--- src/rtl/filt_pkg.sv ---
// Shared constants and lane helper for the LP filter output serializer.
package filt_pkg;

  localparam int unsigned LANE_W = 16;
  localparam int unsigned LANES  = 6;
  localparam int unsigned WORD_W = LANE_W * LANES;
  localparam int unsigned IDX_W  = 3;

  localparam logic [IDX_W-1:0] LAST_IDX = IDX_W'(LANES - 1);

  function automatic logic [LANE_W-1:0] lane_sel(input logic [WORD_W-1:0] word,
                                                 input logic [IDX_W-1:0]  idx);
    logic [WORD_W-1:0] sh;
    sh = word >> (LANE_W * 32'(idx));
    return sh[LANE_W-1:0];
  endfunction

endpackage

--- src/rtl/filt_word_fifo.sv ---
// DEPTH x 96-bit word FIFO; exposes the post-edge head word so the caller can register its output.
module filt_word_fifo
  import filt_pkg::*;
#(
  parameter int unsigned DEPTH = 4
) (
  input  logic                     clk,
  input  logic                     rst,
  input  logic                     push,
  input  logic                     pop,
  input  logic [WORD_W-1:0]        wr_data,
  output logic [$clog2(DEPTH):0]   level,
  output logic                     full,
  output logic                     empty_nxt,
  output logic [WORD_W-1:0]        head_nxt
);

  localparam int unsigned PTR_W = $clog2(DEPTH);
  localparam int unsigned LVL_W = PTR_W + 1;

  logic [WORD_W-1:0] mem [DEPTH];
  logic [PTR_W-1:0]  wr_ptr;
  logic [PTR_W-1:0]  rd_ptr;
  logic [PTR_W-1:0]  rd_nxt;
  logic [LVL_W-1:0]  remain;
  logic [LVL_W-1:0]  level_nxt;

  assign full = (level == LVL_W'(DEPTH));

  always_comb begin
    rd_nxt    = pop ? rd_ptr + 1'b1 : rd_ptr;
    remain    = level - LVL_W'(pop);
    level_nxt = remain + LVL_W'(push);
    empty_nxt = (level_nxt == '0);
    // A push into a FIFO that empties this cycle becomes the new head directly.
    head_nxt  = (push && remain == '0) ? wr_data : mem[rd_nxt];
  end

  always_ff @(posedge clk) begin
    if (push) begin
      mem[wr_ptr] <= wr_data;
    end
  end

  always_ff @(posedge clk or negedge rst) begin
    if (!rst) begin
      wr_ptr <= '0;
      rd_ptr <= '0;
      level  <= '0;
    end else begin
      if (push) begin
        wr_ptr <= wr_ptr + 1'b1;
      end
      rd_ptr <= rd_nxt;
      level  <= level_nxt;
    end
  end

endmodule

--- src/rtl/filt_serializer.sv ---
// Buffers 96-bit filter words and streams them as six 16-bit lanes with valid/ready.
// Optional FILT_SER_STATS_EN adds saturating word_cnt/drop_cnt counters.
module filt_serializer
  import filt_pkg::*;
#(
  parameter int unsigned DEPTH = 4
) (
  input  logic                    clk,
  input  logic                    rst,
  input  logic                    in_valid,
  input  logic [WORD_W-1:0]       in_data,
  input  logic                    out_ready,
  output logic                    out_valid,
  output logic [LANE_W-1:0]       out_data,
  output logic                    out_last,
  output logic                    ovf,
  input  logic                    ovf_clr,
  output logic [$clog2(DEPTH):0]  level
`ifdef FILT_SER_STATS_EN
  ,
  output logic [31:0]             word_cnt,
  output logic [15:0]             drop_cnt
`endif
);

  logic              full;
  logic              empty_nxt;
  logic [WORD_W-1:0] head_nxt;
  logic [IDX_W-1:0]  idx;
  logic [IDX_W-1:0]  idx_nxt;
  logic              xfer;
  logic              retire;
  logic              push_acc;
  logic              drop;

  filt_word_fifo #(
    .DEPTH (DEPTH)
  ) u_fifo (
    .clk       (clk),
    .rst       (rst),
    .push      (push_acc),
    .pop       (retire),
    .wr_data   (in_data),
    .level     (level),
    .full      (full),
    .empty_nxt (empty_nxt),
    .head_nxt  (head_nxt)
  );

  always_comb begin
    xfer     = out_valid && out_ready;
    retire   = xfer && out_last;
    push_acc = in_valid && (!full || retire);
    drop     = in_valid && full && !retire;
    idx_nxt  = idx;
    if (xfer) begin
      idx_nxt = retire ? '0 : idx + 1'b1;
    end
  end

  // Outputs are registered from post-edge state so lane 0 appears the cycle after a push.
  always_ff @(posedge clk or negedge rst) begin
    if (!rst) begin
      idx       <= '0;
      out_valid <= 1'b0;
      out_data  <= '0;
      out_last  <= 1'b0;
      ovf       <= 1'b0;
    end else begin
      idx       <= idx_nxt;
      out_valid <= !empty_nxt;
      out_data  <= empty_nxt ? '0 : lane_sel(head_nxt, idx_nxt);
      out_last  <= !empty_nxt && (idx_nxt == LAST_IDX);
      if (drop) begin
        ovf <= 1'b1;
      end else if (ovf_clr) begin
        ovf <= 1'b0;
      end
    end
  end

`ifdef FILT_SER_STATS_EN
  logic [31:0] word_base;
  logic [15:0] drop_base;

  // ovf_clr restarts from zero but still counts an event in the same cycle.
  always_comb begin
    word_base = ovf_clr ? '0 : word_cnt;
    drop_base = ovf_clr ? '0 : drop_cnt;
  end

  always_ff @(posedge clk or negedge rst) begin
    if (!rst) begin
      word_cnt <= '0;
      drop_cnt <= '0;
    end else begin
      word_cnt <= (retire && word_base != '1) ? word_base + 1'b1 : word_base;
      drop_cnt <= (drop && drop_base != '1) ? drop_base + 1'b1 : drop_base;
    end
  end
`endif

endmodule

--- config.mk ---
export PLATFORM = sky130hd
export DESIGN_NAME = filt_serializer
export DESIGN_NICKNAME = d
export VERILOG_FILES = /design/src/rtl/filt_pkg.sv /design/src/rtl/filt_word_fifo.sv /design/src/rtl/filt_serializer.sv
export SDC_FILE = /design/constraint.sdc
export NUM_CORES = 1
export LEC_CHECK = 0
export CAP_MARGIN = 20
export CORE_MARGIN = 5
export CORE_UTILIZATION = 60
export CTS_CLUSTER_DIAMETER = 150
export CTS_CLUSTER_SIZE = 16
export DETAILED_ROUTE_END_ITERATION = 12
export GPL_ROUTABILITY_DRIVEN = 0
export PLACE_DENSITY = 0.8
export SKIP_LAST_GASP = 1
export SLEW_MARGIN = 40
export SYNTH_ARGS = -nofsm -noshare
export SYNTH_HDL_FRONTEND = slang
export SYNTH_HIERARCHICAL = 1
export SYNTH_SLANG_ARGS = --single-unit
--- constraint.sdc ---
create_clock -name clk -period 9.6 [get_ports clk]
set_clock_uncertainty 0.2 [all_clocks]
set_input_delay 1.92 -clock clk [delete_from_list [all_inputs] [get_ports clk]]
set_output_delay 1.92 -clock clk [all_outputs]
set_load 0.03 [all_outputs]
==> out/metrics.csv <==
stage,metric,value,unit
yosys,synth_fp_nets,1894,
yosys,syn_inst,1784,
layout,num-fill-cells,2638,
layout,num-nets-final,1911,
clock_tree,clock-sinks,413,
setup_path,max_stage_delay,0.76,ns
floorplanning,die_w,202,µm
clock_tree,cts_tree,done,
floorplanning,die_h,202,µm
yosys,synthArstFlopShare,0.0702,
yosys,synth_top_area_frac,0.519,
route,viasPerCell,6.59,
timing,finalSetupViolCount,0,
setup_path,worstPathArrival,6.08,ns
placed_design,portBuffers,122,
timing,slew_viol_final,0,
job,cap_viol_max_count,0,
clock_tree,path_clk_slew,0.07,ns
yosys,ys_warn_count,6,
timing,rsz0062_at_grt,no,
layout,multi_input_area,0.00900,mm²
yosys,yosys.area.top_type,edfxtp_1,
setup_path,cpMaxStageDelayCell,clkdlybuf4s50_1,
route,drcViolationCount,0,
power,p_per_area,305,mW/mm²
setup_path,cp_top_family,buffers and inverters,
placed_design,placedCellCount,2236,
global_routing,gr-total-overflow,0,
route,drt_wl_total,53.3,mm
global_routing,grt_pass1_wl,83.0,mm
worst_hold_path,min_path_cells,2,
status,status,completed,
layout,layoutNonFillerInstCount,2291,
route,wl_per_cell,23.3,µm
yosys,ys_seq_elements,413,
timing,worstMarginPinSlew,0.843,ns
timing,min_period,5.89,ns
route,vias,15100,
layout,diodes,0,
clock_tree,cts_root_buffer,clkbuf_16,
layout,seq_area,0.0123,mm²
setup_path,cp-end-kind,register,
global_routing,grt_start_max_net_pins,189,
setup_path,cp_common_cell,ha_1,
floorplanning,start_util,0.607,
setup_path,required,9.79,ns
clock_tree,h-tree-depth,1,
yosys,synth-edff-count,384,
floorplanning,coreArea,0.0366,mm²
layout,syn2layout_area_growth,9.18,%
yosys,avgSynthCellArea,12.5,µm²
route,drt_iter0_drc,1459,
timing,fin_crit_sh,0.614,
power,peakVddDrop,0.180,mV
setup_path,path_max_fanout,92,
timing,clock.fmax,0.170,GHz
clock_tree,clk_latency,0.58,ns
placed_design,dpl.hpwl,32.6,mm
power,static-leakage-power,8.27,nW
clock_tree,postCtsSetupBuffers,0,
global_routing,grt_usage,0.252,
setup_path,crit_cells,11,
clock_tree,cts_inserted_buffers,29,
yosys,ys_types,51,
yosys,yosys-top-cells-area,"edfxtp_1 52%, mux2i_1 14%, o21ai_0 6.1%, o32a_1 4.3%, dfrtp_1 3.3%",
timing,setup_tns,0,ns
global_routing,antenna_found_initial,2,
clock_tree,ctsHoldBuffers,0,
floorplanning,std_cell_rows,70,
setup_path,crit_chain,clkdlybuf4s50_1 > nand3_1 > inv_6 > ha_1 > ha_1 > nand4_1 > buf_12 > o21ai_0 > o32a_1 > mux2i_1 > o221ai_1,
timing,max_slew_margin,0.438,
route,route.antenna.remaining_nets,0,
clock_tree,post_cts_resized,0,
setup_path,reg2regPathDepth,8,
setup_path,cp_num_buf_inv,3,
worst_hold_path,min_path_type,register to register,
yosys,ys.flop_type,edfxtp_1,
route,first_pass_iters,5,
layout,final_layout_size_suffix_gt1_frac,0.0466,
floorplanning,fp.dieArea,0.0410,mm²
global_routing,grt_pass1_vias,14700,
yosys,synth_area,0.0222,mm²
yosys,seq_area_frac_synth,0.552,
setup_path,path_class,input pin to register,
floorplanning,pin_count,123,
clock_tree,clockBufferDepth,3,
timing,hold_viol,0,
setup_path,startpoint_type,input pin,
==> worst reg2reg max path: cells and delay by family, from the launching register on <==
kind	cells	cell delay, ns
buf+inv	2	1.43
flops	1	0.89
mux	2	0.89
compound gates	3	0.73
simple gates	1	0.19
==> sequential cells by signal, indices dropped and copies added (netlist names) <==
| signal | flops |
|---|---|
| u_fifo/mem | 384 |
| out_last | 1 |
| u_fifo/level | 3 |
| u_fifo/rd_ptr | 2 |
| idx | 3 |
| out_valid | 1 |
| out_data | 16 |
| ovf | 1 |
| u_fifo/wr_ptr | 2 |
==> cell usage in the layout (no fill, tap or decap), types with 5 or more instances in the layout <==
master,n
buf_6,5
and3_1,17
nor2b_1,85
a21boi_0,18
o21ai_0,271
buf_12,6
nand3b_1,96
dfrtp_1,27
o221ai_2,10
clkbuf_16,29
o221ai_1,5
ha_1,9
and2b_1,11
o21ai_1,16
clkbuf_1,23
a21oi_1,96
buf_4,15
edfxtp_1,384
and2_1,92
clkdlybuf4s50_1,122
o32a_1,95
mux2i_1,317
inv_1,9
o211ai_1,15
==> synthesized netlist by cell type, drive strengths merged (3+ instances only) <==
| library cell | number |
|---|---|
| buf | 90 |
| a21oi | 96 |
| nand3 | 3 |
| o211ai | 16 |
| nand2 | 3 |
| and3 | 17 |
| inv | 12 |
| nand3b | 96 |
| dfrtp | 29 |
| and4b | 3 |
| and2 | 100 |
| o21ai | 287 |
| o221ai | 15 |
| nor2b | 85 |
| ha | 9 |
| a21boi | 19 |
| xnor2 | 3 |
| clkbuf | 73 |
| nor2 | 3 |
| edfxtp | 384 |
| o32a | 95 |
| mux2i | 317 |
| and2b | 11 |
==> per-stage QoR <==
step	utilization	hold slack, ns	power (mW)	cell area, µm²	setup WS (ns)
3_5_place_dp	0.639	0.317	6.22	23400	3.25
3_3_place_gp	0.637	0.316	6.10	23300	2.91
6_report	0.663	0.328	7.40	24300	3.71
4_1_cts	0.662	0.330	7.37	24200	3.84
2_1_floorplan	-	0.292	5.34	22200	3.88
5_1_grt	0.663	0.367	7.79	24300	3.51
==> path summary, 6_finish.rpt <==
kind	from	endpoint	slack (ns)
setup reg to reg	u_fifo/rd_ptr[0]$_DFF_PN0_	out_data[1]$_DFF_PN0_	5.08
max in group asynchronous	rst	u_fifo/rd_ptr[1]$_DFF_PN0_	7.29
hold / removal	ovf$_DFFE_PN0P_	ovf$_DFFE_PN0P_	0.33
setup / recovery	out_ready	out_data[1]$_DFF_PN0_	3.71
hold reg to reg	ovf$_DFFE_PN0P_	ovf$_DFFE_PN0P_	0.33
min in group asynchronous	rst	u_fifo/level[2]$_DFF_PN0_	1.55
==> per-layer routing <==
| metal | up-vias | part of all wire | wire [µm] | global-route usage |
|---|---|---|---|---|
| met5 | - | 0.00051 | 27 | 0 |
| met4 | 4 | 0.022 | 1170 | 0.0558 |
| met3 | 84 | 0.066 | 3530 | 0.0332 |
| met2 | 528 | 0.49 | 26100 | 0.424 |
| li1 | 6923 | - | - | - |
| met1 | 7566 | 0.42 | 22500 | 0.355 |
==> power breakdown <==
part | switching [mW] | internal [mW] | leakage (nW)
sequential | 0.269 | 2.40 | 3.87
clock | 0.584 | 0.568 | 0.388
combinational | 2.09 | 1.49 | 4.00
==> layout make-up <==
class,instances,area share
timing repair buffer,149,0.0634
clock inverter,1,0.000206
sequential,413,0.505
tap,468,0.0241
clock buffer,52,0.0335
inverter,12,0.00227
multi-input combinational,1196,0.371
==> cell families after synthesis <==
logic type      Yosys count  share of synthesized area
simple gates            326                     0.0988
buf+inv                 175                     0.0438
fa+ha+maj                 9                    0.00507
mux                     319                      0.145
compound gates          537                      0.154
flops                   413                      0.552
xor+xnor                  5                    0.00197
No activity file was read; power rests on OpenSTA's default activity.
